### config.mk
export PLATFORM = sky130hd
export DESIGN_NAME = bp_train_scheduler
export DESIGN_NICKNAME = d
export VERILOG_FILES = /design/src/rtl/bp_train_scheduler.sv
export SDC_FILE = /design/constraint.sdc
export NUM_CORES = 1
export LEC_CHECK = 0
export CORE_AREA = 4 4 132 108
export CTS_CLUSTER_DIAMETER = 100
export DETAILED_ROUTE_END_ITERATION = 16
export DIE_AREA = 0 0 136 112
export PLACE_DENSITY = 0.75
export SYNTH_ARGS = -nofsm -noshare
export SYNTH_HDL_FRONTEND = slang
export SYNTH_SLANG_ARGS = --single-unit
### constraint.sdc
create_clock -name i_clk -period 3.7 [get_ports i_clk]
set_input_delay 0.555 -clock i_clk [delete_from_list [all_inputs] [get_ports i_clk]]
set_output_delay 0.555 -clock i_clk [all_outputs]
set_load 0.05 [all_outputs]
### src/rtl/bp_train_scheduler.sv
// Perceptron branch predictor training scheduler: in-order queue of in-flight predictions,
// train decision on resolution, and one +/-1 weight delta per granted table cycle.
module bp_train_scheduler #(
    parameter int NW        = 9,
    parameter int IDXW      = 6,
    parameter int YW        = 16,
    parameter int DEPTH     = 4,
    parameter int THRESHOLD = 133
) (
    input  logic                     i_clk,
    input  logic                     i_reset_n,
    input  logic                     i_pred_valid,
    output logic                     o_pred_ready,
    input  logic [IDXW-1:0]          i_pred_index,
    input  logic [YW-1:0]            i_pred_y,
    input  logic [NW-1:0]            i_pred_hist,
    input  logic                     i_res_valid,
    output logic                     o_res_ready,
    input  logic                     i_res_taken,
    output logic                     o_tbl_req,
    input  logic                     i_tbl_grant,
    output logic                     o_tbl_we,
    output logic [IDXW-1:0]          o_tbl_index,
    output logic [3:0]               o_tbl_widx,
    output logic [1:0]               o_tbl_delta,
    output logic                     o_busy,
    output logic [$clog2(DEPTH):0]   o_count,
    output logic [15:0]              o_mispredict_cnt
);

    localparam int                   PW     = $clog2(DEPTH);
    localparam logic [PW:0]          C_FULL = (PW+1)'(DEPTH);
    localparam logic signed [YW-1:0] C_TH   = YW'(THRESHOLD);
    localparam logic signed [YW-1:0] C_NTH  = -C_TH;
    localparam logic [3:0]           C_LAST = 4'(NW-1);

    typedef enum logic {S_IDLE, S_TRAIN} state_t;
    state_t r_state, w_state_next;

    logic [IDXW-1:0] r_q_index [DEPTH];
    logic [YW-1:0]   r_q_y     [DEPTH];
    logic [NW-1:0]   r_q_hist  [DEPTH];
    logic [PW-1:0]   r_wptr, r_rptr;
    logic [PW:0]     r_count;

    logic [NW-1:0]   r_hist;
    logic            r_taken;
    logic [IDXW-1:0] r_index;
    logic [3:0]      r_widx;
    logic [1:0]      r_delta;
    logic [15:0]     r_mcnt;

    logic                 w_push, w_pop, w_start, w_last;
    logic signed [YW-1:0] w_head_y;
    logic [NW-1:0]        w_head_hist;
    logic                 w_predicted, w_mispredict, w_low_conf, w_train;
    logic [3:0]           w_widx_next;

    // delta = t * x_k, with both t and x_k encoded as 1 => +1, 0 => -1
    function automatic logic [1:0] f_delta(input logic taken, input logic x);
        return (taken == x) ? 2'b01 : 2'b11;
    endfunction

    assign w_head_y     = $signed(r_q_y[r_rptr]);
    assign w_head_hist  = r_q_hist[r_rptr];
    assign w_predicted  = !w_head_y[YW-1] && (w_head_y != '0);
    assign w_mispredict = (i_res_taken != w_predicted);
    assign w_low_conf   = (w_head_y > C_NTH) && (w_head_y < C_TH);
    assign w_train      = w_mispredict || w_low_conf;

    assign o_pred_ready = (r_count != C_FULL);
    assign w_push       = i_pred_valid && o_pred_ready;
    assign w_pop        = i_res_valid && o_res_ready;
    assign w_last       = (r_widx == C_LAST);
    assign w_widx_next  = r_widx + 4'd1;

    always_ff @(posedge i_clk or negedge i_reset_n) begin
        if (!i_reset_n) r_state <= S_IDLE;
        else            r_state <= w_state_next;
    end

    always_comb begin
        w_state_next = r_state;
        o_res_ready  = 1'b0;
        o_busy       = 1'b0;
        o_tbl_req    = 1'b0;
        o_tbl_we     = 1'b0;
        w_start      = 1'b0;
        case (r_state)
            S_IDLE: begin
                o_res_ready = (r_count != '0);
                if (i_res_valid && o_res_ready && w_train) begin
                    w_start      = 1'b1;
                    w_state_next = S_TRAIN;
                end
            end
            S_TRAIN: begin
                o_busy    = 1'b1;
                o_tbl_req = 1'b1;
                o_tbl_we  = i_tbl_grant;
                if (i_tbl_grant && w_last) w_state_next = S_IDLE;
            end
            default: w_state_next = S_IDLE;
        endcase
    end

    // Queue payload carries no reset; validity is tracked by the count.
    always_ff @(posedge i_clk) begin
        if (w_push) begin
            r_q_index[r_wptr] <= i_pred_index;
            r_q_y[r_wptr]     <= i_pred_y;
            r_q_hist[r_wptr]  <= i_pred_hist;
        end
    end

    always_ff @(posedge i_clk or negedge i_reset_n) begin
        if (!i_reset_n) begin
            r_wptr  <= '0;
            r_rptr  <= '0;
            r_count <= '0;
            r_mcnt  <= '0;
        end else begin
            if (w_push) r_wptr <= r_wptr + PW'(1);
            if (w_pop)  r_rptr <= r_rptr + PW'(1);
            if (w_push && !w_pop)      r_count <= r_count + (PW+1)'(1);
            else if (!w_push && w_pop) r_count <= r_count - (PW+1)'(1);
            if (w_pop && w_mispredict && (r_mcnt != 16'hFFFF)) r_mcnt <= r_mcnt + 16'd1;
        end
    end

    // Write address and delta are registered so they hold steady across ungranted cycles.
    always_ff @(posedge i_clk or negedge i_reset_n) begin
        if (!i_reset_n) begin
            r_index <= '0;
            r_hist  <= '0;
            r_taken <= 1'b0;
            r_widx  <= '0;
            r_delta <= '0;
        end else if (w_start) begin
            r_index <= r_q_index[r_rptr];
            r_hist  <= w_head_hist;
            r_taken <= i_res_taken;
            r_widx  <= '0;
            r_delta <= f_delta(i_res_taken, w_head_hist[0]);
        end else if (o_tbl_we && !w_last) begin
            r_widx  <= w_widx_next;
            r_delta <= f_delta(r_taken, r_hist[w_widx_next]);
        end
    end

    assign o_tbl_index      = r_index;
    assign o_tbl_widx       = r_widx;
    assign o_tbl_delta      = r_delta;
    assign o_count          = r_count;
    assign o_mispredict_cnt = r_mcnt;

endmodule

# Word-level counts from Yosys, hierarchy flattened
# Memory sizes are Yosys's and may differ from the RTL's. A register that Yosys moved wholly into a read port is not among the register bits.
# Index checks and enable logic that the tools add are counted.
classes:
  add_sub_neg: 6
  n_lt_le_gt_ge: 3
  n_eq_ne: 6
  muxes: 19
  bitwise: 1
  n_reduce_logical: 22
op_table:
  columns: ["op", "count"]
  rows:
  - ["adder 16 x 1 -> 16 bit, second input constant", 1]
  - ["> comparator 16 x 9 -> 1 bit, second input constant", 1]
  - ["< comparator 16 x 9 -> 1 bit, second input constant", 1]
  - ["inequality test 16 bit, second input constant", 1]
  - ["nonzero test 16 bit", 1]
  - ["logical AND 1 bit", 12]
  - ["two-way mux 1 bit", 9]
  - ["two-way mux 2 bit", 4]
  - ["two-way mux 4 bit", 2]
  - ["two-way mux 3 bit", 2]
  - ["zero test 1 bit", 5]
  - ["< comparator 4 x 5 -> 1 bit, second input constant", 1]
  - ["adder 2 x 1 -> 2 bit, second input constant", 2]
  - ["adder 4 x 1 -> 4 bit, second input constant", 1]
  - ["binary-select mux 1 bit (select 4 bit)", 1]
  - ["== test 4 bit, second input constant", 1]
  - ["nonzero test 2 bit", 2]
  - ["adder 3 x 1 -> 3 bit, second input constant", 1]
  - ["inequality test 3 bit, second input constant", 1]
  - ["nonzero test 3 bit", 1]
  - ["subtractor 3 x 1 -> 3 bit, second input constant", 1]
  - ["== test 1 bit", 2]
  - ["case mux 1 bit (2 select lines)", 1]
  - ["logical OR 1 bit", 1]
  - ["other kinds (2)", 2]
totals:
  reg_bits: 40
  ramBits: 124
  wordCells: 69
  n_memories: 3
memory_table:
  columns: ["name", "depth", "width", "rd", "rd_clocked_by_memory_dff", "write_ports", "line_no", "source"]
  rows:
  - ["r_q_y", 4, 16, 1, 0, 1, "41", "logic [YW-1:0] r_q_y [DEPTH];"]
  - ["r_q_hist", 4, 9, 1, 0, 1, "42", "logic [NW-1:0] r_q_hist [DEPTH];"]
  - ["r_q_index", 4, 6, 1, 1, 1, "40", "logic [IDXW-1:0] r_q_index [DEPTH];"]

# Logic depth before layout (Yosys ltp)
# An unclocked memory read counts as a cell.
logic_depth:
  ltp_word: 9
  ltp_mapped: 10
  depth_no_buf: 9

# Least setup slack after synthesis
# No wires, ideal clock.
synth_timing:
  path_kind: "reg-to-reg"
  start: "register r_rptr[0]"
  end: "register r_index[0], in the netlist o_tbl_index[0] (read register of r_q_index)"
  setup_time_ns: 0.125
  arrival_time_ns: 2.607
  setup_slack_ns: 0.968
  path_stages_with_launch: 10
  period_less_slack_ns: 2.732
  path_cell_list: "dfrtp_1 buf_6 buf_2 mux4_2 nor4_4 a41oi_2 mux2_4 o21ai_2 buf_4 mux2_2"
synth_via:
  elab_chain_len: 8
synth_lines:
  columns: ["element", "line_no", "source"]
  rows:
  - ["start, declared", "43", "logic [PW-1:0] r_wptr, r_rptr;"]
  - ["start signal, assigned", "124", "if (w_pop) r_rptr <= r_rptr + PW'(1);"]
  - ["branches (longest 8 deep; another with memory (4 x 16 bit))", null, null]
  - ["end, declared", "48", "logic [IDXW-1:0] r_index;"]
# Parallel ways; which one is timed is not known.
# A chain may end at the register's enable or synchronous reset.

# Final worst setup path
layout_timing:
  start: "register r_rptr[0]"
  end: "register r_hist[1]"
layout_via:
  elab_chain_len: 8
layout_lines:
  columns: ["element", "line_no", "source"]
  rows:
  - ["branches (longest 8 deep; another with memory (4 x 16 bit))", null, null]
  - ["end signal, assigned", "141", "r_hist <= w_head_hist;"]
  - ["end, declared", "46", "logic [NW-1:0] r_hist;"]
# Parallel ways; which one is timed is not known.

==> out/qor.csv <==
metric;value;unit
status;completed;
io_pins;73;
synthSimpleGateAreaFrac;5.86;%
routed_wl;12700;microns
yosys.area.top_type;edfxtp_1;
die-area;0.0152;sq mm
period_share;89.4;%
fin_skew;0.0125;ns
cp.arrival;3.60;ns
wl_per_cell;19.8;microns
synth_edf_count;124;
grt_use_total;17.7;%
drt_iter0_markers;156;
synth-seq-area-share;70.9;%
ctsHoldBuffers;0;
core-area;0.0128;sq mm
power.density;832;mW/mm^2
initial_core_util;53.6;%
p_leak;3.04;nW
rsz0062_at_grt;false;
antenna_found_initial;0;
synthTopCellsByCount;edfxtp_1 (124), dfrtp_1 (46), mux4_2 (32);
synth_fp_nets;409;
crit_type;reg -> reg;
synth_top_area_share;54.2;%
async_reset_ff_share;27.1;%
setup_viol;0;
cts_root_buf;clkbuf_16;
grt_pass1_vias;3757;
clock_path_buffers;2;
cts_buffers;17;
place_congestion;0.786;
switching_share;32.6;%
cts_setup_buffers;0;
worstMarginPinSlew;1.20;ns
drv_cap;0;
yosys-top-cells-area;edfxtp_1 (54%), dfrtp_1 (17%), mux4_2 (10%);
synthXorXnorAreaFrac;3.31;%
route.vias.total;3532;
avgSynthCellArea;18.9;sq um
ir_drop;0.453;mV
syn_area;0.00687;sq mm
ys_ff_latch;170;
grt_pass1_wl;20200;microns
setup_ws;0.393;ns
overflow;0;
regArea;0.00488;sq mm
ctsResizeCount;0;
cts_sinks;170;
grt_max_degree;47;
ant_nets;0;
slew-limit-headroom;19.8;%
drc;0;
multiInputGateArea;0.00189;sq mm
crit_fanout;21;
endpoint_kind;flop;
vias_per_cell;5.49;
ys_warn_count;0;
htree_num_levels;4;
synth_cell_types;44;
hold_path_class;in -> async;
p_int;4.77;mW
layout-drive-gt1-share;22.9;%
rows;37;
synth_compound_area_share;1.89;%
synth-adder-area-share;1.75;%
postSynthCellCount;363;
dpl.hpwl;8300;microns
dpl_worst_slack;0.382;ns
fin_crit;3.31;ns
muxShareOfSynthArea;14.6;%
switching_power;2.31;mW
fmax;0.302;GHz
hold_viol_final;0;
area_delta_synth_final;23.7;%
nNetsFinal;501;
tns;0;ns
p_seq_share;39.5;%
clkPwrFrac;26.7;%
drt-pass1-iter-count;4;
io_buffers;72;
ys.flop_type;edfxtp_1;
nFillCells;889;
die_h;112;microns
crit_required;3.99;ns
clkTransAtPathRegs;0.06;ns
cts_tree;built;
clk_latency;0.42;ns
diodes;0;
drv_slew;0;
yosysMostFrequentCell;edfxtp_1;
synth_top_family_by_area;multiplexers;
power_frac_comb;33.8;%
fp.dieW;136;microns
cp-start-kind;flop;
critical path, stage by stage, from the launching register on:
cell     delay [ns]
dfrtp_2        0.35
buf_4          0.24
mux4_2         0.58
nor4_4         0.36
nand2_1        0.08
nand2_1        0.07
a32oi_1        0.11
o21ai_2        0.95
mux2_2         0.44
path summary, 6_finish.rpt:
check                                from                    to  slack [ns]  cells past startpoint
min in group i_clk         o_tbl_delta[0]        o_tbl_delta[0]        0.48                      1
max                             r_rptr[0]             r_hist[1]        0.39                      8
max in group asynchronous       i_reset_n             r_rptr[0]        3.00                      2
max reg2reg                     r_rptr[0]             r_hist[1]        0.39                      8
min reg2reg                o_tbl_delta[0]        o_tbl_delta[0]        0.48                      1
min                             i_reset_n  o_mispredict_cnt[15]        0.24                      2
metrics by stage:
stage / std cells / util [%] / power [mW] / hold WS [ns] / cell area (sq um)
after global placement: 611 / 61.2 / 5.16 / 0.475 / 7850
after CTS: 643 / 66.3 / 7.15 / 0.267 / 8500
after global routing: 643 / 66.3 / 7.41 / 0.310 / 8500
final: 643 / 66.3 / 7.07 / 0.245 / 8500
after floorplan: 363 / - / 4.50 / 0.259 / 6870
after detailed placement: 611 / 61.2 / 5.24 / 0.472 / 7850
registers in the layout, indices dropped and copies added, names as in the netlist:
register and count:
o_tbl_index 6, o_tbl_delta 2, r_rptr 2, o_count 3, r_state 1, r_q_index 24
o_tbl_widx 4, r_q_hist 36, o_mispredict_cnt 16, r_taken 1, r_hist 9, r_q_y 64
r_wptr 2
cells by family (layout without fill, tap and decap cells):
logic type | after synthesis | after routing
compound gates | 14 | 14
xor+xnor | 26 | 26
fa+ha+maj | 9 | 9
buf+inv | 20 | 125
flops | 170 | 170
mux | 56 | 56
simple gates | 68 | 68
final cells by class:
cell class / count / share of cell area (%)
Clock inverter: 8 / 1.13
Clock buffer: 24 / 6.56
Multi-Input combinational cell: 173 / 22.2
Sequential cell: 170 / 57.3
Inverter: 8 / 0.353
Tap cell: 175 / 2.58
Timing Repair Buffer: 85 / 9.86
power groups by stage:
stage | clock network (mW) | logic [mW] | registers (mW)
after CTS | 1.92 | 2.43 | 2.80
after floorplan | 0 | 1.39 | 3.11
after detailed placement | 0 | 2.41 | 2.83
after global routing | 2.01 | 2.56 | 2.85
after global placement | 0 | 2.35 | 2.81
final | 1.89 | 2.39 | 2.80
routing by layer:
layer	GRT usage [%]	share of wire, %	up-vias
li1	-	-	1607
met1	24.1	44	1830
met2	28.2	51	88
met3	4.56	4.9	7
met4	5.84	0.64	0
met5	0	0	-
cells in the final DEF, fill, tap and decap left out, types with 2 or more instances in the layout:
cell type,count
inv_4,2
xnor2_1,15
nor2_1,13
mux2_2,17
buf_4,11
dfrtp_1,45
nand4_1,8
o21ai_0,3
ha_1,8
buf_12,2
clkdlybuf4s50_1,71
edfxtp_1,124
clkinv_2,3
mux4_2,32
mux2i_1,4
xor2_1,11
nor4_4,3
nor2_2,4
clkbuf_16,22
bufinv_16,2
a21o_1,2
a21oi_1,2
clkbuf_1,2
nand2_1,13
and3_1,9
inv_1,8
and2_1,2
nand3_1,7
nor3_1,2
nor3b_1,2
Power figures use the tool's default switching activity.
